File: config.mk
export PLATFORM = sky130hd
export DESIGN_NAME = router_pkt_fifo
export DESIGN_NICKNAME = d
export VERILOG_FILES = /design/src/rtl/router_pkg.sv /design/src/rtl/router_fifo_mem.sv /design/src/rtl/router_pkt_fifo.sv
export SDC_FILE = /design/constraint.sdc
export NUM_CORES = 1
export LEC_CHECK = 0
export ABC_AREA = 1
export BUFFER_PORTS_ARGS = -buffer_cell sky130_fd_sc_hd__buf_2
export CORE_MARGIN = 2
export CORE_UTILIZATION = 55
export DETAILED_ROUTE_END_ITERATION = 6
export PLACE_DENSITY = 0.86
export SLEW_MARGIN = 40
export SYNTH_ARGS = -nofsm -noshare
export SYNTH_HDL_FRONTEND = slang
export SYNTH_SLANG_ARGS = --single-unit
File: constraint.sdc
create_clock -name clk -period 2.35 [get_ports clk]
set_clock_uncertainty 0.15 [all_clocks]
set_input_delay 0.1175 -clock clk [delete_from_list [all_inputs] [get_ports clk]]
set_output_delay 0.1175 -clock clk [all_outputs]
set_load 0.01 [all_outputs]
File: src/rtl/router_pkg.sv
// Shared constants and helpers for the router packet FIFO: default data width,
// header length field position and address-width calculation.
package router_pkg;

    localparam int ROUTER_DW   = 8;
    localparam int HDR_LEN_LSB = 2;

    function automatic int hdr_len_msb(input int dw);
        return dw - 1;
    endfunction

    function automatic int addr_width(input int depth);
        return (depth <= 2) ? 1 : $clog2(depth);
    endfunction

endpackage

File: src/rtl/router_fifo_mem.sv
// FIFO storage array: synchronous write, combinational single read port, no reset.
module router_fifo_mem
    import router_pkg::*;
#(
    parameter int WIDTH = ROUTER_DW + 1,
    parameter int DEPTH = 16
) (
    input  logic                           clk,
    input  logic                           wr_en,
    input  logic [addr_width(DEPTH)-1:0]   wr_addr,
    input  logic [WIDTH-1:0]               wr_data,
    input  logic [addr_width(DEPTH)-1:0]   rd_addr,
    output logic [WIDTH-1:0]               rd_data
);

    logic [WIDTH-1:0] mem_q [DEPTH];

    always_ff @(posedge clk) begin
        if (wr_en) begin
            mem_q[wr_addr] <= wr_data;
        end
    end

    assign rd_data = mem_q[rd_addr];

endmodule

File: src/rtl/router_pkt_fifo.sv
// Router output FIFO: stores header-tagged bytes, registers read data and
// tracks packet boundaries to pulse pkt_done on the final (parity) byte.
module router_pkt_fifo
    import router_pkg::*;
#(
    parameter int DW        = ROUTER_DW,
    parameter int DEPTH     = 16,
    parameter int AF_MARGIN = 2
) (
    input  logic                          clk,
    input  logic                          rst,
    input  logic                          sft_rst,
    input  logic                          wr_en,
    input  logic [DW-1:0]                 din,
    input  logic                          lfd_state,
    input  logic                          rd_en,
    output logic [DW-1:0]                 dout,
    output logic                          dout_valid,
    output logic                          full,
    output logic                          empty,
    output logic                          almost_full,
    output logic [addr_width(DEPTH):0]    count,
    output logic                          pkt_done,
    output logic                          wr_err
);

    localparam int            AW       = addr_width(DEPTH);
    localparam int            LEN_MSB  = hdr_len_msb(DW);
    localparam int            CW       = DW - 1;
    localparam logic [AW:0]   AF_LEVEL = (AW+1)'(DEPTH - AF_MARGIN);

    logic [AW:0]   wr_ptr_q, wr_ptr_d;
    logic [AW:0]   rd_ptr_q, rd_ptr_d;
    logic [AW:0]   count_q, count_d;
    logic [CW-1:0] byte_cnt_q, byte_cnt_d;
    logic          hdr_q, hdr_d;
    logic [DW-1:0] dout_q, dout_d;
    logic          dout_valid_q, dout_valid_d;
    logic          pkt_done_q, pkt_done_d;
    logic          wr_err_q, wr_err_d;

    logic          wr_acc, rd_acc, mem_wr_en;
    logic [DW:0]   rd_entry;
    logic          rd_tag;
    logic [DW-1:0] rd_byte;

    assign full  = (wr_ptr_q[AW] != rd_ptr_q[AW]) &&
                   (wr_ptr_q[AW-1:0] == rd_ptr_q[AW-1:0]);
    assign empty = (wr_ptr_q == rd_ptr_q);

    // A write is refused when full even if a read frees a slot this same cycle.
    assign wr_acc    = wr_en && !full;
    assign rd_acc    = rd_en && !empty;
    assign mem_wr_en = wr_acc && !sft_rst;

    assign rd_tag  = rd_entry[DW];
    assign rd_byte = rd_entry[DW-1:0];

    router_fifo_mem #(
        .WIDTH (DW + 1),
        .DEPTH (DEPTH)
    ) u_mem (
        .clk     (clk),
        .wr_en   (mem_wr_en),
        .wr_addr (wr_ptr_q[AW-1:0]),
        .wr_data ({hdr_q, din}),
        .rd_addr (rd_ptr_q[AW-1:0]),
        .rd_data (rd_entry)
    );

    always_comb begin
        wr_ptr_d     = wr_ptr_q;
        rd_ptr_d     = rd_ptr_q;
        count_d      = count_q;
        byte_cnt_d   = byte_cnt_q;
        hdr_d        = lfd_state;
        dout_d       = dout_q;
        dout_valid_d = 1'b0;
        pkt_done_d   = 1'b0;
        wr_err_d     = wr_en && full;

        if (wr_acc) begin
            wr_ptr_d = wr_ptr_q + 1'b1;
        end

        if (rd_acc) begin
            rd_ptr_d     = rd_ptr_q + 1'b1;
            dout_d       = rd_byte;
            dout_valid_d = 1'b1;
            // A header always restarts the count, silently dropping any truncated packet.
            if (rd_tag) begin
                byte_cnt_d = CW'(rd_byte[LEN_MSB:HDR_LEN_LSB]) + CW'(1);
            end else if (byte_cnt_q != '0) begin
                byte_cnt_d = byte_cnt_q - 1'b1;
                pkt_done_d = (byte_cnt_q == CW'(1));
            end
        end

        case ({wr_acc, rd_acc})
            2'b10:   count_d = count_q + 1'b1;
            2'b01:   count_d = count_q - 1'b1;
            default: count_d = count_q;
        endcase

        if (sft_rst) begin
            wr_ptr_d     = '0;
            rd_ptr_d     = '0;
            count_d      = '0;
            byte_cnt_d   = '0;
            hdr_d        = 1'b0;
            dout_d       = '0;
            dout_valid_d = 1'b0;
            pkt_done_d   = 1'b0;
            wr_err_d     = 1'b0;
        end
    end

    always_ff @(posedge clk) begin
        if (rst) begin
            wr_ptr_q     <= '0;
            rd_ptr_q     <= '0;
            count_q      <= '0;
            byte_cnt_q   <= '0;
            hdr_q        <= 1'b0;
            dout_q       <= '0;
            dout_valid_q <= 1'b0;
            pkt_done_q   <= 1'b0;
            wr_err_q     <= 1'b0;
        end else begin
            wr_ptr_q     <= wr_ptr_d;
            rd_ptr_q     <= rd_ptr_d;
            count_q      <= count_d;
            byte_cnt_q   <= byte_cnt_d;
            hdr_q        <= hdr_d;
            dout_q       <= dout_d;
            dout_valid_q <= dout_valid_d;
            pkt_done_q   <= pkt_done_d;
            wr_err_q     <= wr_err_d;
        end
    end

    assign dout        = dout_q;
    assign dout_valid  = dout_valid_q;
    assign pkt_done    = pkt_done_q;
    assign wr_err      = wr_err_q;
    assign count       = count_q;
    assign almost_full = (count_q >= AF_LEVEL);

endmodule

==> impl_metrics.ini, run 1 <==
[run_status]
status = complete, but fails checks
failed_checks = setup timing

[worst_setup_path]
crit_path_start_kind = flip-flop
cp_top_family = adder cells
crit_slowest_cell = fa_2
reg2reg_from = wr_ptr_q[2]$_SDFFE_PP0P_
worstPathRequired_ns = 2.57
cpPeakStageDelay_ns = 0.35
crit_start = wr_ptr_q[2]$_SDFFE_PP0P_
cp_max_fo = 5
end_kind = flip-flop
worstPathBufferInverterCount = 3
crit_type = reg -> reg
timing.critical_path.arrival_ns = 2.70
path_cells = xor2_2 > nor2_2 > nand2_1 > or2_1 > nand2_2 > ha_4 > inv_2 > fa_2 > inv_1 > a31oi_1 > inv_1 > o21ai_1 > a21oi_1 > o21ai_1 > a21oi_1

[synth]
async_flop_share_pct = 0
syn_inst = 751
syn_nets = 778
synth-edff-count = 144
synth_top_flop_cell = edfxtp_1
yosys_warnings = 0
syn_area_um2 = 7865
ys_types = 40
yosysMostFrequentCell = nand2_1
ys_top_cells_by_area = edfxtp_1, dfxtp_1, nand2_1, nand3_1, nor2_1
yosysTopAreaCellShare_pct = 54.98
syn_avg_cell_area_um2 = 10.47
synth-seq-area-share_pct = 64.65
synth_seq_cells = 182
post-synth-top-area-cell = edfxtp_1
synth_common_cells = nand2_1, edfxtp_1, nor2_1

[timing]
fin_ws_ns = -0.1358
rsz0062_at_grt = true
setup_viol = 3
drv_slew = 0
relSlewSlack_pct = 61.90
hold_viol_final = 0
post-route-period-util_pct = 105.8
period_needed_ns = 2.486
fmax_ghz = 0.4023
whs_ns = 0.01133
setup_tns_ns = -0.2098
worst_pin_slew_ns = 0.5709

[clocking]
clkLatencyLatePin_ns = 0.43
clock-sinks = 182
htreeDepth = 4
cts_tree = built
root_buffer = clkbuf_16
clock_path_buffers = 2
clkSlewWorstSetupHoldPaths_ns = 0.07
cts_buffers = 17

[floorplanning]
dieArea_um2 = 15270
initial_utilization_pct = 56.44
ios = 33
die_w_um = 123.6
core_um2 = 13930
die_h_um = 123.6
fp-row-count = 43

[final_layout]
post-route-util_pct = 67.23
drive_gt1_share_pct = 19.44
num-fill-cells = 901
area_growth_pct = 19.11
nets = 869
final_area_um2 = 9368
diodes = 0

[power_and_ir_drop]
vdd_drop_max_mv = 0.5229
power.density_nw_per_um2 = 709.7
leakage_nw = 3.741

[min_path]
hp-start = wr_en
worstHoldPathType = in -> reg

[global_routing]
grt_use_total_pct = 26.37
gr-total-overflow = 0
antenna_found_initial = 0
grt_pass1_wl_mm = 29.70
grt_max_degree = 48
grt_pass1_vias = 5857

[place]
pre_cts_ws_ns = -0.04741
portBuffers = 32
post_dp_cell_area_um2 = 8467
dpl.hpwl_mm = 11.64
place.gp.congestion = 0.9313

[detailed_routing]
wire_per_inst_um = 19.07
first_pass_iters = 5
wl_mm = 19.72
drtAntennaViolNets = 0
drt_iter0_markers = 600
vias = 6057
drt-vias-per-instance = 5.858
drc = 0

[flow_run]
drv_cap = 0
kinds of logic (layout without fill, tap and decap cells):
family | Yosys count | after routing | share of synthesized area, %
AO/OA/AOI/OAI | 121 | 121 | 8.813
adder cells (fa/ha/maj) | 13 | 13 | 2.163
XOR/XNOR | 9 | 9 | 1.002
AND/OR/NAND/NOR | 319 | 319 | 16.94
flip-flops | 182 | 182 | 64.65
buffers and inverters | 107 | 210 | 6.427
state kept, by name, summed over array words and instances, names as in the netlist, named ones only:
| name | flops |
|---|---|
| wr_err | 1 |
| dout_valid | 1 |
| hdr_q | 1 |
| rd_ptr_q | 5 |
| dout | 8 |
| pkt_done | 1 |
| byte_cnt_q | 7 |
| wr_ptr_q | 5 |
| count | 5 |
| u_mem.mem_q | 144 |
layout by cell type, fill, tap and decap left out, types with 2 or more instances in the layout:
cell type / n
nand2_1: 153
edfxtp_1: 144
inv_1: 70
nor2_1: 69
nand3_1: 64
o21ai_0: 46
buf_4: 42
buf_2: 35
dfxtp_1: 30
a21oi_1: 27
clkbuf_16: 18
o211ai_1: 15
o21ai_1: 13
dlygate4sd3_1: 12
buf_6: 11
ha_1: 9
nand2_2: 8
dfxtp_2: 7
nor2_2: 6
a31oi_1: 6
clkinvlp_4: 5
xnor2_1: 4
nand2_4: 4
o22ai_1: 4
o221ai_1: 4
xor2_1: 3
inv_2: 3
clkinv_1: 3
nor2_4: 3
nor3_1: 3
ha_4: 3
xor2_2: 2
or2_1: 2
nand3_2: 2
clkbuf_1: 2
inv_6: 2
buf_12: 2
layer usage:
metal  up-vias  GRT usage, %  routed length (µm)
li1       2742             -                   -
met1      2881         33.65                7129
met2       383         45.05               10050
met3        51         5.037                1966
met4         0         9.659                 580
met5         -             0                   0
worst min-delay path, stage by stage:
cell	delay [ns]
buf_2	0.12
nand2_2	0.09
ha_4	0.16
a21oi_1	0.06
cell type report:
| class | instances | area [µm²] | share of cell area, % |
|---|---|---|---|
| repair buffers | 103 | 799.5 | 8.535 |
| inverters | 76 | 295.3 | 3.152 |
| clock buffers | 19 | 432.9 | 4.621 |
| multi-input cells | 462 | 2411 | 25.74 |
| clock inverters | 12 | 106.4 | 1.135 |
| well taps | 180 | 225.2 | 2.404 |
| flip-flops and latches | 182 | 5097 | 54.41 |
what timing repair did:
item,4_1_cts,5_1_grt
buffers inserted,2,2
resized for setup,7,43
hold endpoints to repair,139,0
pin swaps,3,5
setup endpoints to repair,12,134
cloned,0,6
hold buffers,12,0
stage by stage:
stage                     power (mW)  cells
after floorplan                3.864    751
after global placement         4.001    981
after detailed placement       4.018    981
after CTS                      6.614   1026
after global routing           6.825   1034
final                          6.648   1034
where the power goes:
group / switching [mW] / total, mW / internal, mW
Sequential: 0.0254 / 3.52 / 3.50
Combinational: 0.321 / 0.493 / 0.172
Clock: 1.18 / 2.63 / 1.45
Total: 1.53 / 6.65 / 5.12
final timing paths:
check	slack, ns	end	cells after the start
min reg2reg	0.33	rd_ptr_q[4]$_SDFFE_PP0P_	1
min	0.01	count[0]$_SDFFE_PP0P_	4
max	-0.14	count[4]$_SDFFE_PP0P_	15
max reg2reg	-0.14	count[4]$_SDFFE_PP0P_	15
No activity file was read; power rests on OpenSTA's default activity.
==> run 2, diff against run 1 <==
- CORE_UTILIZATION: 55 -> 40
- PLACE_DENSITY: 0.86 -> 0.69
==> run 2 against run 1 <==
  * Critical path type unchanged
  * Cell count up 7.6%
  * Sequential cell count unchanged
  * Sequential share of layout area increased by 0.21 points
  * Largest cell class unchanged
  * The flow still finishes with violations (setup timing)
==> impl_metrics.ini, run 2 (synthesis results as in run 1) <==
[timing]
drv_slew = 0
post-route-period-util_pct = 102.6
setup_viol = 1
period_needed_ns = 2.411
relSlewSlack_pct = 61.76
rsz0062_at_grt = true
fmax_ghz = 0.4148
worst_pin_slew_ns = 0.5728
hold_viol_final = 0
fin_ws_ns = -0.06078

[worst_setup_path]
regToRegSetupSlack_ns = -0.06
crit_slowest_cell = fa_2
worstPathBufferInverterCount = 3
path_cells = xor2_1 > nor2_1 > nand2_1 > or2_1 > nand2_2 > ha_4 > inv_2 > fa_2 > inv_2 > a31oi_1 > inv_1 > o21ai_1 > a21oi_1 > o21ai_1 > a21oi_1
worstPathRequired_ns = 2.56
end_kind = flip-flop
cp_max_fo = 5
cpPeakStageDelay_ns = 0.35
cp_top_family = simple AND/OR/NAND/NOR gates
timing.critical_path.arrival_ns = 2.63
reg2reg_to = count[4]$_SDFFE_PP0P_
reg2reg_from = rd_ptr_q[0]$_SDFFE_PP0P_
crit_path_start_kind = flip-flop
r2r.worst_path.cells = 15
crit_type = reg -> reg

[power_and_ir_drop]
power_mw = 6.716
leakage_nw = 3.715
power_frac_comb_pct = 6.7
p_switching_mw = 1.569
p_clk_share_pct = 40.9
p_sw_share_pct = 23.36
internal-power_mw = 5.147
share_seq_of_total_power_pct = 52.4
power.density_nw_per_um2 = 720.8
vdd_drop_max_mv = 0.5343

[place]
dpl.hpwl_mm = 11.43
place.gp.congestion = 0.8173
pre_cts_ws_ns = -0.08054
post_dp_cell_area_um2 = 8576
portBuffers = 32
dp.cells = 1068

[detailed_routing]
drc = 0
vias = 5549
drt-vias-per-instance = 4.986
first_pass_iters = 5
wire_per_inst_um = 15.62
wl_mm = 17.39
drt_iter0_markers = 470
drtAntennaViolNets = 0

[final_layout]
nets = 862
area_growth_pct = 18.47
post-route-util_pct = 48.03
regArea_um2 = 5090
diodes = 0
drive_gt1_share_pct = 17.45
largest_reg_flops = 144
final_area_um2 = 9318
final_cell_mix = nand2_1, edfxtp_1, nor2_1
final_cells = 1113
multiInputGateArea_um2 = 2322
final_common_cell = nand2_1
top_register = u_mem.mem_q
num-fill-cells = 1752

[global_routing]
gr-total-overflow = 0
antenna_found_initial = 0
grt_pass1_wl_mm = 27.33
grt_max_degree = 38
grt_use_total_pct = 17.61
grt_pass1_vias = 5243

[floorplanning]
dieArea_um2 = 20800
initial_utilization_pct = 40.54
ios = 33
fp-row-count = 51
core_um2 = 19400
die_w_um = 144.2
die_h_um = 144.2

[clocking]
clock_path_buffers = 2
clock-sinks = 182
htreeDepth = 4
root_buffer = clkbuf_16
clkSlewWorstSetupHoldPaths_ns = 0.06
cts_buffers = 17
cts_tree = built
clkLatencyLatePin_ns = 0.44

[min_path]
hp-start = sft_rst
hold_depth = 4
holdPathEnd = dout[7]$_SDFFE_PP0P_
worstHoldPathType = in -> reg

[run_status]
failed_checks = setup timing
status = complete, but fails checks

[flow_run]
drv_cap = 0
## run 2: cell count changes in the layout (fill, tap and decap cells not counted), sizes merged
cell / previous run / this run
clkinv: 5 / 6
clkinvlp: 5 / 0
buf: 90 / 84
inv: 77 / 84
clkbuf: 20 / 17
## run 2: how the worst max path moves through the flow
stage	startpoint	end	slack (ns)	cells after the start
after global routing	rd_ptr_q[0]$_SDFFE_PP0P_	count[4]$_SDFFE_PP0P_	-0.22	15
final	rd_ptr_q[0]$_SDFFE_PP0P_	count[4]$_SDFFE_PP0P_	-0.06	15
after CTS	rd_ptr_q[0]$_SDFFE_PP0P_	count[4]$_SDFFE_PP0P_	-0.06	15
after global placement	rd_ptr_q[0]$_SDFFE_PP0P_	count[4]$_SDFFE_PP0P_	-0.04	15
after detailed placement	rd_ptr_q[0]$_SDFFE_PP0P_	count[4]$_SDFFE_PP0P_	-0.08	15
after floorplan	rd_ptr_q[0]$_SDFFE_PP0P_	count[4]$_SDFFE_PP0P_	-0.02	14
## run 2: layout make-up
type	count	area share [%]
repair buffers	96	7.654
inverters	76	3.169
clock buffers	17	4.566
flip-flops and latches	182	54.63
multi-input cells	462	24.92
well taps	265	3.558
clock inverters	15	1.504
## run 2: repair_timing
| item | 4_1_cts | 5_1_grt |
|---|---|---|
| setup endpoints to repair | 11 | 112 |
| hold endpoints to repair | 136 | 0 |
| buffers inserted | 0 | 1 |
| hold buffers | 12 | 0 |
| resized for setup | 4 | 17 |
## run 2: worst reg2reg max path, cell delays in order (launching register included)
cell     delay (ns)
dfxtp_2        0.32
xor2_1         0.15
nor2_1         0.15
nand2_1        0.07
or2_1          0.23
nand2_2        0.10
ha_4           0.18
inv_2          0.04
fa_2           0.35
inv_2          0.05
a31oi_1        0.07
inv_1          0.08
o21ai_1        0.06
a21oi_1        0.16
o21ai_1        0.08
a21oi_1        0.11
## run 2: metrics by stage
step                hold WS, ns  setup TNS (ns)
floorplan               0.06637        -0.03602
detailed placement       0.2250         -0.2638
global placement         0.2119        -0.03943
global route            0.09258          -1.767
CTS                     0.05441        -0.07085
finish                  0.07580        -0.06078
## run 2: power by group through the flow
stage / logic, mW / clock network (mW) / registers [mW]
after floorplan: 0.271 / 0 / 3.59
after global placement: 0.420 / 0 / 3.59
after detailed placement: 0.428 / 0 / 3.59
after CTS: 0.446 / 2.78 / 3.52
after global routing: 0.504 / 2.91 / 3.52
final: 0.449 / 2.75 / 3.52
## run 2: routing by layer
| metal | part of all wire, % | vias to the layer above | routed length (µm) | track usage (%) |
|---|---|---|---|---|
| met2 | 51 | 168 | 8841 | 30.30 |
| li1 | - | 2734 | - | - |
| met5 | 0 | - | 0 | 0 |
| met3 | 5.8 | 36 | 1009 | 3.079 |
| met4 | 2.5 | 0 | 435 | 7.716 |
| met1 | 41 | 2611 | 7102 | 21.86 |
